[src/rtl/mem_arbiter.sv]
// Two-master round-robin arbiter and sequencer in front of a shared word-access memory.
// Misaligned/out-of-range accesses are answered with an error and never strobe the array.
module mem_arbiter #(
    parameter int WAIT_CYCLES = 1,
    parameter int MEM_BYTES   = 1024
) (
    input  logic        clk,
    input  logic        rst_n,
    input  logic        req0,
    input  logic        we0,
    input  logic [31:0] addr0,
    input  logic [31:0] wd0,
    output logic        ack0,
    output logic        err0,
    output logic [31:0] rd0,
    input  logic        req1,
    input  logic        we1,
    input  logic [31:0] addr1,
    input  logic [31:0] wd1,
    output logic        ack1,
    output logic        err1,
    output logic [31:0] rd1,
    output logic        MemRead,
    output logic        MemWrite,
    output logic [31:0] addr,
    output logic [31:0] wd,
    input  logic [31:0] rd,
    output logic        busy,
    output logic        grant_id
);

    typedef enum logic [1:0] {IDLE, ACCESS, RESP} state_t;

    localparam logic [31:0] LAST_WORD = 32'(MEM_BYTES - 4);

    state_t      state_q, state_d;
    logic [3:0]  cnt_q, cnt_d;
    logic        last_grant_q, last_grant_d;
    logic        grant_q, grant_d;
    logic        we_q, we_d;
    logic [31:0] addr_q, addr_d;
    logic [31:0] wd_q, wd_d;
    logic        err_q, err_d;
    logic [31:0] rdata_q, rdata_d;

    // Winner selection: a lone request wins, a tie goes to whoever did not win last.
    logic        win;
    logic [31:0] win_addr;
    logic        win_bad;

    assign win      = (req0 && req1) ? ~last_grant_q : req1;
    assign win_addr = win ? addr1 : addr0;
    assign win_bad  = (win_addr[1:0] != 2'b00) || (win_addr > LAST_WORD);

    always_comb begin
        state_d      = state_q;
        cnt_d        = cnt_q;
        last_grant_d = last_grant_q;
        grant_d      = grant_q;
        we_d         = we_q;
        addr_d       = addr_q;
        wd_d         = wd_q;
        err_d        = err_q;
        rdata_d      = rdata_q;
        case (state_q)
            IDLE: begin
                if (req0 || req1) begin
                    grant_d      = win;
                    last_grant_d = win;
                    we_d         = win ? we1 : we0;
                    addr_d       = win_addr;
                    wd_d         = win ? wd1 : wd0;
                    rdata_d      = '0;
                    if (win_bad) begin
                        err_d   = 1'b1;
                        state_d = RESP;
                    end else begin
                        err_d   = 1'b0;
                        cnt_d   = 4'(WAIT_CYCLES);
                        state_d = ACCESS;
                    end
                end
            end
            ACCESS: begin
                if (cnt_q == 4'd0) begin
                    if (!we_q) rdata_d = rd;
                    state_d = RESP;
                end else begin
                    cnt_d = cnt_q - 4'd1;
                end
            end
            RESP:    state_d = IDLE;
            default: state_d = IDLE;
        endcase
    end

    always_ff @(posedge clk) begin
        if (!rst_n) begin
            state_q      <= IDLE;
            cnt_q        <= '0;
            last_grant_q <= 1'b1;
            grant_q      <= 1'b0;
            we_q         <= 1'b0;
            addr_q       <= '0;
            wd_q         <= '0;
            err_q        <= 1'b0;
            rdata_q      <= '0;
        end else begin
            state_q      <= state_d;
            cnt_q        <= cnt_d;
            last_grant_q <= last_grant_d;
            grant_q      <= grant_d;
            we_q         <= we_d;
            addr_q       <= addr_d;
            wd_q         <= wd_d;
            err_q        <= err_d;
            rdata_q      <= rdata_d;
        end
    end

    // Write strobe only in the last wait cycle, and never while reset is held.
    assign MemRead  = (state_q == ACCESS) && !we_q;
    assign MemWrite = rst_n && (state_q == ACCESS) && we_q && (cnt_q == 4'd0);
    assign addr     = addr_q;
    assign wd       = wd_q;
    assign busy     = (state_q != IDLE);
    assign grant_id = grant_q;

    assign ack0 = (state_q == RESP) && !grant_q;
    assign ack1 = (state_q == RESP) &&  grant_q;
    assign err0 = ack0 && err_q;
    assign err1 = ack1 && err_q;
    assign rd0  = ack0 ? rdata_q : '0;
    assign rd1  = ack1 ? rdata_q : '0;

endmodule

[config.mk]
export PLATFORM = sky130hd
export DESIGN_NAME = mem_arbiter
export DESIGN_NICKNAME = d
export VERILOG_FILES = /design/src/rtl/mem_arbiter.sv
export SDC_FILE = /design/constraint.sdc
export NUM_CORES = 1
export LEC_CHECK = 0
export ABC_AREA = 1
export CORE_MARGIN = 5
export CORE_UTILIZATION = 41
export DETAILED_ROUTE_END_ITERATION = 7
export PLACE_DENSITY_LB_ADDON = 0.25
export SLEW_MARGIN = 0
export SYNTH_ARGS = -nofsm -noshare
export SYNTH_HDL_FRONTEND = slang
export SYNTH_SLANG_ARGS = --single-unit
[constraint.sdc]
create_clock -name clk -period 3 [get_ports clk]
set_clock_uncertainty 0.05 [all_clocks]
set_input_delay 0.3 -clock clk [delete_from_list [all_inputs] [get_ports clk]]
set_output_delay 0.3 -clock clk [all_outputs]
set_load 0.02 [all_outputs]
; ---- Word-level counts from Yosys, hierarchy flattened
; Cells that the tools add are included.
[op_classes]
addsub = 1
order_cmp = 1
n_eq_ne = 7
n_mux = 19
bitwise = 1
n_reduce_logical = 22
[ops]
columns = op, count
row1 = $mux 32, 7
row2 = $pmux 32 s2, 1
row3 = $gt 32x10->1 const B, 1
row4 = $mux 4, 3
row5 = $ne 2x2->1 const B, 5
row6 = $logic_and 1x1->1, 9
row7 = $pmux 4 s2, 1
row8 = $reduce_and 4->1, 2
row9 = $mux 2, 3
row10 = $reduce_bool 2->1, 3
row11 = $logic_not 4->1, 1
row12 = $pmux 2 s2, 1
row13 = $reduce_and 2->1, 2
row14 = $sub 4x1->4 const B, 1
row15 = $mux 1, 3
row16 = $eq 2x1->1 const B, 1
row17 = $eq 2x2->1 const B, 1
row18 = $logic_not 1->1, 2
row19 = $logic_not 2->1, 1
row20 = $logic_or 1x1->1, 2
row21 = $not 1->1, 1
[totals]
regBits = 106
out_inout_bits = 136
word_cells = 60

; ---- Depth between registers and ports, before layout
; Gate-level depths: netlist of the first run.
[logic_depth]
ltp_word = 8
depth_mapped = 15
depth_no_buf = 14

; ---- Worst setup path after synthesis of the first run
; OpenSTA, ideal clock, no wires.
[synth_timing]
path_type = register -> output
from = reg grant_q (netlist: grant_id)
to = out rd1[10]
arrival_ps = 1808
t_required_ps = 2650
path_slack_ps = 842
path_stages_with_launch = 6
path_buffers = 1
cell_sequence = dfxtp_1 inv_1 nor3_1 inv_1 clkbuf_1 nor2_1
[synth_between]
elab_chain_len = 2
[synth_lines]
columns = element, line
row1 = start: declaration, 39  ; logic grant_q, grant_d;
row2 = start signal: assignment, 112  ; grant_q <= grant_d;
row3 = $logic_and 1x1->1, 130  ; assign ack1 = (state_q == RESP) && grant_q;
row4 = net ack1, 20  ; output logic ack1,
row5 = $mux 32, 134  ; assign rd1 = ack1 ? rdata_q : '0;
row6 = end: declaration, 22  ; output logic [31:0] rd1,
; The timed path passes the listed nets, and every way through them passes these cells.

; ---- Worst setup path after layout of the first run
[layout_timing]
from = reg grant_q (netlist: grant_id)
to = out rd1[23]
[layout_between]
elab_chain_len = 2
[layout_lines]
columns = element, line
row1 = $logic_and 1x1->1, 130
row2 = $mux 32, 134
; Every way passes these cells.

==> impl_results.rst, run 1 <==
.. list-table::
   :header-rows: 1

   * - Metric
     - Value
   * - Ratio of final minimum period to clock period
     - ~91%
   * - Cell leakage power
     - 3.39 nW
   * - Sum of internal, switching and leakage power
     - between 4 and 5 mW
   * - Total net switching power
     - roughly 1.2 mW
   * - Final worst-path setup slack
     - around 0.27 ns
   * - Basic-gate share of the synthesized area counting and, or, nand and nor cells
     - 25.5%
   * - Number of global-route vias before repair
     - 5654
   * - Peak supply drop
     - approximately 0.00035 V
   * - Final setup viols
     - 0
   * - Detailed-route vias per instance
     - around 5.0
   * - Setup TNS
     - 0 ns
   * - Switching share of power
     - a little under a third
   * - Filler-free cell count of the finished design
     - ~1.2k
   * - Final hold slack
     - 0.438 ns
   * - Dominant combinational cell family by area after synthesis
     - simple AND/OR/NAND/NOR gates
   * - Average wire per cell in the routed design
     - around 16 um
   * - Total of flip-flops plus latches after synthesis
     - 106
   * - Final layout net count
     - about 1.2k
   * - Share of the synthesized area in the top cell type
     - about two fifths
   * - Upper clock frequency limit
     - approximately 370 MHz
   * - Hold Fails Final Rpt
     - 0
   * - Maximum number of pins on one net before global-route repair
     - 72
   * - Element type at the critical path start
     - flop
   * - Pre-CTS setup slack
     - 0.529 ns
   * - Worst setup path category
     - reg2out
   * - Post-Syn Instances
     - approximately 760
   * - Worst hold path stage count
     - 2
   * - Commonest cells after routing, fill and taps aside
     - sky130_fd_sc_hd__clkdlybuf4s50_1, sky130_fd_sc_hd__nand2_1, sky130_fd_sc_hd__dfxtp_1
   * - Die W
     - ~120 um
   * - Clock Latency Late Sink
     - 0.34 ns
   * - H-tree depth
     - 3
   * - Hold-fix buffers at CTS
     - 0
   * - Largest fanout on the critical path
     - 24
   * - Result of the run
     - finished clean
   * - Overall fraction of global-route tracks in use
     - 24.3%
   * - Number of top-level pins
     - roughly 300
   * - Endpoint required time on the critical path
     - approximately 2.7 ns
   * - Critical path arrival
     - around 2.4 ns
   * - Fraction of layout cells with a size suffix above 1
     - under 10%
   * - Number of max-slew violations in the final report
     - 0
   * - Cell internal power dissipation
     - between 2 and 3 mW
   * - Layout Area Growth over Synthesis
     - 66.3%
   * - DRC violation count after routing
     - 0
   * - Unrepaired setup endpoints after global routing
     - false
   * - Port Buf Inserts
     - between 300 and 400
   * - DIE AREA
     - between 10000 and 15000 um^2
   * - Share of the synthesized area in compound gates (AO/OA/AOI/OAI)
     - between 20% and 30%
   * - Worst min-delay path startpoint
     - last_grant_q$_SDFFE_PN1P_
   * - Buffer levels on the longest clock path
     - 2
   * - Syn nets
     - ~930
   * - Critical path capture point type
     - primary output
   * - Initial antenna violation count
     - 0
   * - Row Count
     - 41
   * - Clk pin slew, worst setup/hold paths
     - 0.07 ns
   * - Cell taking the most area after synthesis
     - sky130_fd_sc_hd__dfxtp_1
   * - Startpoint of the worst register-to-register path
     - last_grant_q$_SDFFE_PN1P_
   * - DIE HEIGHT
     - between 100 and 150 um
   * - Share of total power in the clock network
     - 30.9%
   * - Adder-Cell Fraction of Synth Area
     - 0.485%
   * - Worst Hold End
     - last_grant_q$_SDFFE_PN1P_
   * - Number of warnings issued by yosys
     - 0
   * - Syn Std Cell Area
     - just over 5000 um^2
   * - Placed cells
     - between 1k and 1.5k
   * - Vias
     - 6021
   * - First-pass detailed-route iteration total
     - 5
   * - Area of the core
     - 12500 um^2
   * - Synthesized area per cell
     - around 7 um^2
   * - Mux contribution to synthesized area
     - 0%
   * - Number of violations of the max-capacitance limit
     - 0
   * - Number of nets with antenna violations after routing
     - 0
   * - TritonCTS clock tree
     - yes
   * - Most frequent standard cell in the layout excluding fill and tap cells
     - sky130_fd_sc_hd__clkdlybuf4s50_1
   * - Final Routed Wirelength
     - 18900 um
   * - Type of the most critical hold path
     - reg2reg
   * - Worst reg-to-reg path cell count
     - 14
   * - CTS Sinks
     - between 100 and 150
   * - Library cells used by synthesis
     - 27
   * - Final Critical Period
     - ~2.7 ns
   * - Top cells by area in the synthesized netlist
     - sky130_fd_sc_hd__dfxtp_1, sky130_fd_sc_hd__nand2_1, sky130_fd_sc_hd__nor2_1
   * - Root buffer selected by CTS
     - sky130_fd_sc_hd__clkbuf_16
   * - Overflow left after global routing
     - 0
   * - Slew Limit Headroom
     - about half
   * - Relative contribution of combinational cells to total power
     - between 20 and 30%
   * - Sequential Power Share
     - ~40%
   * - Drt first-iter violations
     - ~420
   * - Clock buffer count from CTS
     - 9
   * - Worst reg2reg endpoint
     - cnt_q[1]$_SDFFE_PN0P_
   * - Pin slew with the least headroom to its limit
     - just under 0.8 ns
   * - Weighted congestion reported at the end of routability-driven placement
     - slightly below 0.9
   * - Power per standard cell area
     - 477 nW/um^2
   * - Effective utilization at floorplan
     - roughly 41%
   * - Post-detail-place hpwl
     - around 14000 um
   * - Final antenna diode count
     - 0
   * - Global-route wire length before repair
     - around 29000 um
   * - Worst reg2reg setup slack
     - slightly below 1 ns
   * - Synth Area in XOR/XNOR
     - 0.340%
   * - Sequential-to-total area share from yosys stat
     - between 40 and 50%
   * - Buffers inserted during post-CTS setup optimization
     - 0
   * - Number of cells upsized or downsized after cts
     - 0
## synthesized netlist by cell type, drive strengths merged
cell type / number
inv: 65
xnor2: 2
a31oi: 49
a211oi: 32
o21ai: 66
ha: 2
clkinv: 1
a21oi: 54
dfxtp: 106
nand3b: 13
o211ai: 1
buf: 27
nand2: 185
nor3: 4
clkbuf: 31
nand3: 25
nor2: 94
## area by class of cell
type / instances / area [um^2]
Tap cell: 172 / 215
Inverter: 66 / 250
Sequential cell: 106 / 2120
Clock buffer: 9 / 225
Fill cell: 1070 / 3890
Timing Repair Buffer: 318 / 3150
Clock inverter: 6 / 91.3
Multi-Input combinational cell: 527 / 2520
## metal layers
| metal | vias to the layer above | routed length, um | GRT usage [%] |
|---|---|---|---|
| li1 | 3044 | - | - |
| met1 | 2689 | 7740 | 30.0 |
| met2 | 253 | 8620 | 39.2 |
| met3 | 35 | 1990 | 7.99 |
| met4 | 0 | 523 | 9.45 |
| met5 | - | 0 | 0 |
## power by group through the flow
stage	logic (mW)	clock network, mW	registers, mW
after floorplan	0.484	0	1.77
after global placement	1.19	0	1.65
after detailed placement	1.20	0	1.65
after CTS	1.21	1.29	1.62
after global routing	1.30	1.35	1.64
final	1.20	1.27	1.63
## critical path: stages, from the launching register on
cell,delay (ns)
sky130_fd_sc_hd__dfxtp_1,0.37
sky130_fd_sc_hd__inv_1,0.05
sky130_fd_sc_hd__nor3_1,0.23
sky130_fd_sc_hd__inv_1,0.38
sky130_fd_sc_hd__buf_4,0.30
sky130_fd_sc_hd__nor2_1,0.09
sky130_fd_sc_hd__clkdlybuf4s50_1,0.61
## stage by stage
step | cell area [um^2] | utilization, %
detailed placement | 8260 | 66.3
floorplan | 5160 | -
global placement | 8260 | 66.3
global route | 8580 | 68.8
finish | 8580 | 68.8
CTS | 8580 | 68.8
## cell families after synthesis
| logic type | after synthesis |
|---|---|
| simple gates | 321 |
| buf+inv | 124 |
| fa+ha+maj | 2 |
| xor+xnor | 2 |
| compound gates | 202 |
| flops | 106 |
## how the worst max path moves through the flow
stage	from	to	depth (start not counted)
after global routing	grant_id$_SDFFE_PN0P_	rd1[23]	6
after global placement	req0	cnt_q[0]$_SDFFE_PN0P_	15
after CTS	grant_id$_SDFFE_PN0P_	rd1[23]	6
final	grant_id$_SDFFE_PN0P_	rd1[23]	6
after detailed placement	req0	cnt_q[1]$_SDFFE_PN0P_	15
after floorplan	grant_id$_SDFFE_PN0P_	rd1[10]	5
## sequential cells by signal (all words and copies together) (netlist names)
| name | count |
|---|---|
| state_q | 2 |
| rdata_q | 32 |
| cnt_q | 4 |
| addr | 32 |
| last_grant_q | 1 |
| wd | 32 |
| we_q | 1 |
| err_q | 1 |
| grant_id | 1 |
No activity file was read; power rests on OpenSTA's default activity.
==> run 2, diff against run 1 <==
--- a/config.mk
+++ b/config.mk
@@ -6,10 +6,10 @@
 export NUM_CORES = 1
 export LEC_CHECK = 0
 export ABC_AREA = 1
-export CORE_MARGIN = 5
-export CORE_UTILIZATION = 41
+export CORE_AREA = 2 2 116 118
 export DETAILED_ROUTE_END_ITERATION = 7
-export PLACE_DENSITY_LB_ADDON = 0.25
+export DIE_AREA = 0 0 118 120
+export PLACE_DENSITY = 0.84
 export SLEW_MARGIN = 0
 export SYNTH_ARGS = -nofsm -noshare
 export SYNTH_HDL_FRONTEND = slang
==> impl_results.rst, run 2 (synthesized netlist as in run 1, its figures left out) <==
.. list-table::
   :header-rows: 1

   * - Metric
     - Value
   * - Vias
     - 6143 (was 6021)
   * - Largest fanout on the critical path
     - 33 (was 24)
   * - Slowest cell delay on critical path
     - 0.65 ns (was 0.61 ns)
   * - Ratio of final minimum period to clock period
     - 91.7% (was 91.1%)
   * - Post-detail-place hpwl
     - 13900 um (was 14300 um)
   * - Port Buf Inserts
     - 301 (unchanged)
   * - Area occupied by registers
     - 2120 um^2 (unchanged)
   * - Crit-path slowest cell
     - sky130_fd_sc_hd__clkdlybuf4s50_1 (unchanged)
   * - DIE HEIGHT
     - 120 um (was 122 um)
   * - Final worst-path setup slack
     - 0.248 ns (was 0.268 ns)
   * - Number of nets with antenna violations after routing
     - 0 (unchanged)
   * - First-pass detailed-route iteration total
     - 5 (unchanged)
   * - Critical path arrival
     - 2.40 ns (was 2.38 ns)
   * - Clk pin slew, worst setup/hold paths
     - 0.07 ns (about the same)
   * - Effective utilization at floorplan
     - 39.7% (was 41.4%)
   * - Clock Latency Late Sink
     - 0.33 ns (was 0.34 ns)
   * - Cell internal power dissipation
     - 2.77 mW (was 2.85 mW)
   * - Peak supply drop
     - 0.000238 V (was 0.000349 V)
   * - Pin slew with the least headroom to its limit
     - 1.00 ns (was 0.770 ns)
   * - Number of violations of the max-capacitance limit
     - 0 (unchanged)
   * - Overall fraction of global-route tracks in use
     - 25.4% (was 24.3%)
   * - Maximum number of pins on one net before global-route repair
     - 87 (was 72)
   * - Worst reg2reg setup slack
     - 0.87 ns (was 0.98 ns)
   * - Total net switching power
     - 1.25 mW (was 1.24 mW)
   * - H-tree depth
     - 3 (unchanged)
   * - Number of max-slew violations in the final report
     - 0 (unchanged)
   * - Number of global-route vias before repair
     - 5586 (was 5654)
   * - Final setup viols
     - 0 (unchanged)
   * - Row Count
     - 42 (was 41)
   * - Upper clock frequency limit
     - 363 MHz (was 366 MHz)
   * - Detailed-route vias per instance
     - 5.10 (was 5.00)
   * - Sum of internal, switching and leakage power
     - 4.02 mW (was 4.09 mW)
   * - Unrepaired setup endpoints after global routing
     - false (unchanged)
   * - Setup TNS
     - 0 ns (unchanged)
   * - Final layout net count
     - 1191 (was 1196)
   * - Final hold slack
     - 0.369 ns (was 0.438 ns)
   * - Startpoint of the worst setup timing path
     - grant_id$_SDFFE_PN0P_ (unchanged)
   * - Critical path capture point type
     - primary output (unchanged)
   * - Type of the most critical hold path
     - in2reg (was reg2reg)
   * - Root buffer selected by CTS
     - sky130_fd_sc_hd__clkbuf_16 (unchanged)
   * - Relative contribution of combinational cells to total power
     - 30.1% (was 29.4%)
   * - Slew Limit Headroom
     - 33.0% (was 48.6%)
   * - Number of cells upsized or downsized after cts
     - 0 (unchanged)
   * - Most frequent standard cell in the layout excluding fill and tap cells
     - sky130_fd_sc_hd__clkdlybuf4s50_1 (unchanged)
   * - Startpoint of the worst register-to-register path
     - state_q[1]$_SDFFE_PN0P_ (was last_grant_q$_SDFFE_PN1P_)
   * - List of cells traversed by the critical path
     - inv_1 -> nor3_1 -> inv_1 -> nor2_1 -> clkdlybuf4s50_1 (was inv_1 -> nor3_1 -> inv_1 -> buf_4 -> nor2_1 -> clkdlybuf4s50_1)
   * - CTS Sinks
     - 106 (unchanged)
   * - Power per standard cell area
     - 471 nW/um^2 (was 477 nW/um^2)
   * - Cell leakage power
     - 3.37 nW (was 3.39 nW)
   * - Drt first-iter violations
     - 394 (was 422)
   * - Top cell by count, worst path
     - sky130_fd_sc_hd__inv_1 (unchanged)
   * - Number of fillers in the final layout
     - 1115 (was 1070)
   * - Combined area of the multi-input logic cells
     - 2520 um^2 (unchanged)
   * - Final antenna diode count
     - 0 (unchanged)
   * - Sequential Power Share
     - 40.5% (was 39.7%)
   * - Average wire per cell in the routed design
     - 15.4 um (was 15.7 um)
   * - DIE AREA
     - 14200 um^2 (was 14900 um^2)
   * - Commonest cells after routing, fill and taps aside
     - sky130_fd_sc_hd__clkdlybuf4s50_1, sky130_fd_sc_hd__nand2_1, sky130_fd_sc_hd__dfxtp_1 (unchanged)
   * - Hold-fix buffers at CTS
     - 0 (unchanged)
   * - Initial antenna violation count
     - 0 (unchanged)
   * - Fraction of layout cells with a size suffix above 1
     - 3.60% (was 4.07%)
   * - Share of total power in the clock network
     - 29.5% (was 30.9%)
   * - Area of the core
     - 13000 um^2 (was 12500 um^2)
   * - Hold Fails Final Rpt
     - 0 (unchanged)
   * - TritonCTS clock tree
     - yes (unchanged)
   * - Switching share of power
     - 31.1% (was 30.4%)
   * - Worst reg-to-reg path cell count
     - 9 (was 14)
   * - Weighted congestion reported at the end of routability-driven placement
     - 0.854 (was 0.873)
   * - Element type at the critical path start
     - flop (unchanged)
   * - Overflow left after global routing
     - 0 (unchanged)
   * - Die W
     - 118 um (was 122 um)
   * - Final Routed Wirelength
     - 18500 um (was 18900 um)
   * - Clock buffer count from CTS
     - 9 (unchanged)
   * - Buffer levels on the longest clock path
     - 2 (unchanged)
   * - CP endpoint
     - rd1[0] (was rd1[23])
   * - Final Critical Period
     - 2.75 ns (was 2.73 ns)
   * - Result of the run
     - finished clean (unchanged)
   * - Number of top-level pins
     - 302 (unchanged)
   * - Buffers inserted during post-CTS setup optimization
     - 0 (unchanged)
   * - Worst reg2reg endpoint
     - rdata_q[30]$_SDFFE_PN0P_ (was cnt_q[1]$_SDFFE_PN0P_)
   * - DRC violation count after routing
     - 0 (unchanged)
   * - Layout Area Growth over Synthesis
     - 65.5% (was 66.3%)
   * - Endpoint required time on the critical path
     - 2.65 ns (about the same)
   * - Global-route wire length before repair
     - 29000 um (was 28800 um)
   * - Final core utilization
     - 65.7% (was 68.8%)
   * - Pre-CTS setup slack
     - 0.521 ns (was 0.529 ns)
   * - Worst setup path category
     - reg2out (unchanged)
## run 2: cell types whose count changed in the layout (fill, tap and decap cells not counted), sizes merged
| cell | change |
|---|---|
| clkinv | +2 |
| inv | +1 |
| clkbuf | +1 |
| bufinv | -1 |
| buf | -5 |
| clkinvlp | -2 |
## run 2: power groups by stage
stage,combinational (mW),clock [mW],sequential (mW)
6_report,1.21,1.18,1.63
5_1_grt,1.31,1.27,1.64
4_1_cts,1.21,1.21,1.63
3_5_place_dp,1.21,0,1.65
3_3_place_gp,1.20,0,1.65
2_1_floorplan,0.484,0,1.77
## run 2: worst min-delay path by stage
stage / from / to / depth (start not counted)
after floorplan: last_grant_q$_SDFFE_PN1P_ / last_grant_q$_SDFFE_PN1P_ / 2
after global placement: last_grant_q$_SDFFE_PN1P_ / last_grant_q$_SDFFE_PN1P_ / 2
after detailed placement: last_grant_q$_SDFFE_PN1P_ / last_grant_q$_SDFFE_PN1P_ / 2
after CTS: rst_n / addr[7]$_SDFFE_PN0P_ / 3
after global routing: rst_n / addr[7]$_SDFFE_PN0P_ / 3
final: rst_n / wd[27]$_SDFFE_PN0P_ / 3
## run 2: critical path, delay by kind of cell (launching register included)
family / cells / cell delay (ns)
buf+inv: 3 / 1.15
flops: 1 / 0.37
simple gates: 2 / 0.53
## run 2: routing by layer
layer / track usage [%] / wire (um) / vias up
met3: 5.80 / 1360 / 40
met1: 31.1 / 7730 / 2795
met4: 9.34 / 493 / 0
met5: 0 / 0 / -
li1: - / - / 3034
met2: 43.6 / 8920 / 274
## run 2: area by class of cell
cell class / count / area share [%]
Sequential cell: 106 / 24.9
Tap cell: 176 / 2.58
Clock buffer: 10 / 2.68
Timing Repair Buffer: 313 / 36.6
Inverter: 66 / 2.93
Multi-Input combinational cell: 527 / 29.6
Clock inverter: 6 / 0.762
## run 2: through the flow
step	std cells	cell area, um^2
floorplan	757	5160
global placement	1188	8240
detailed placement	1188	8240
CTS	1204	8530
global route	1204	8530
finish	1204	8530
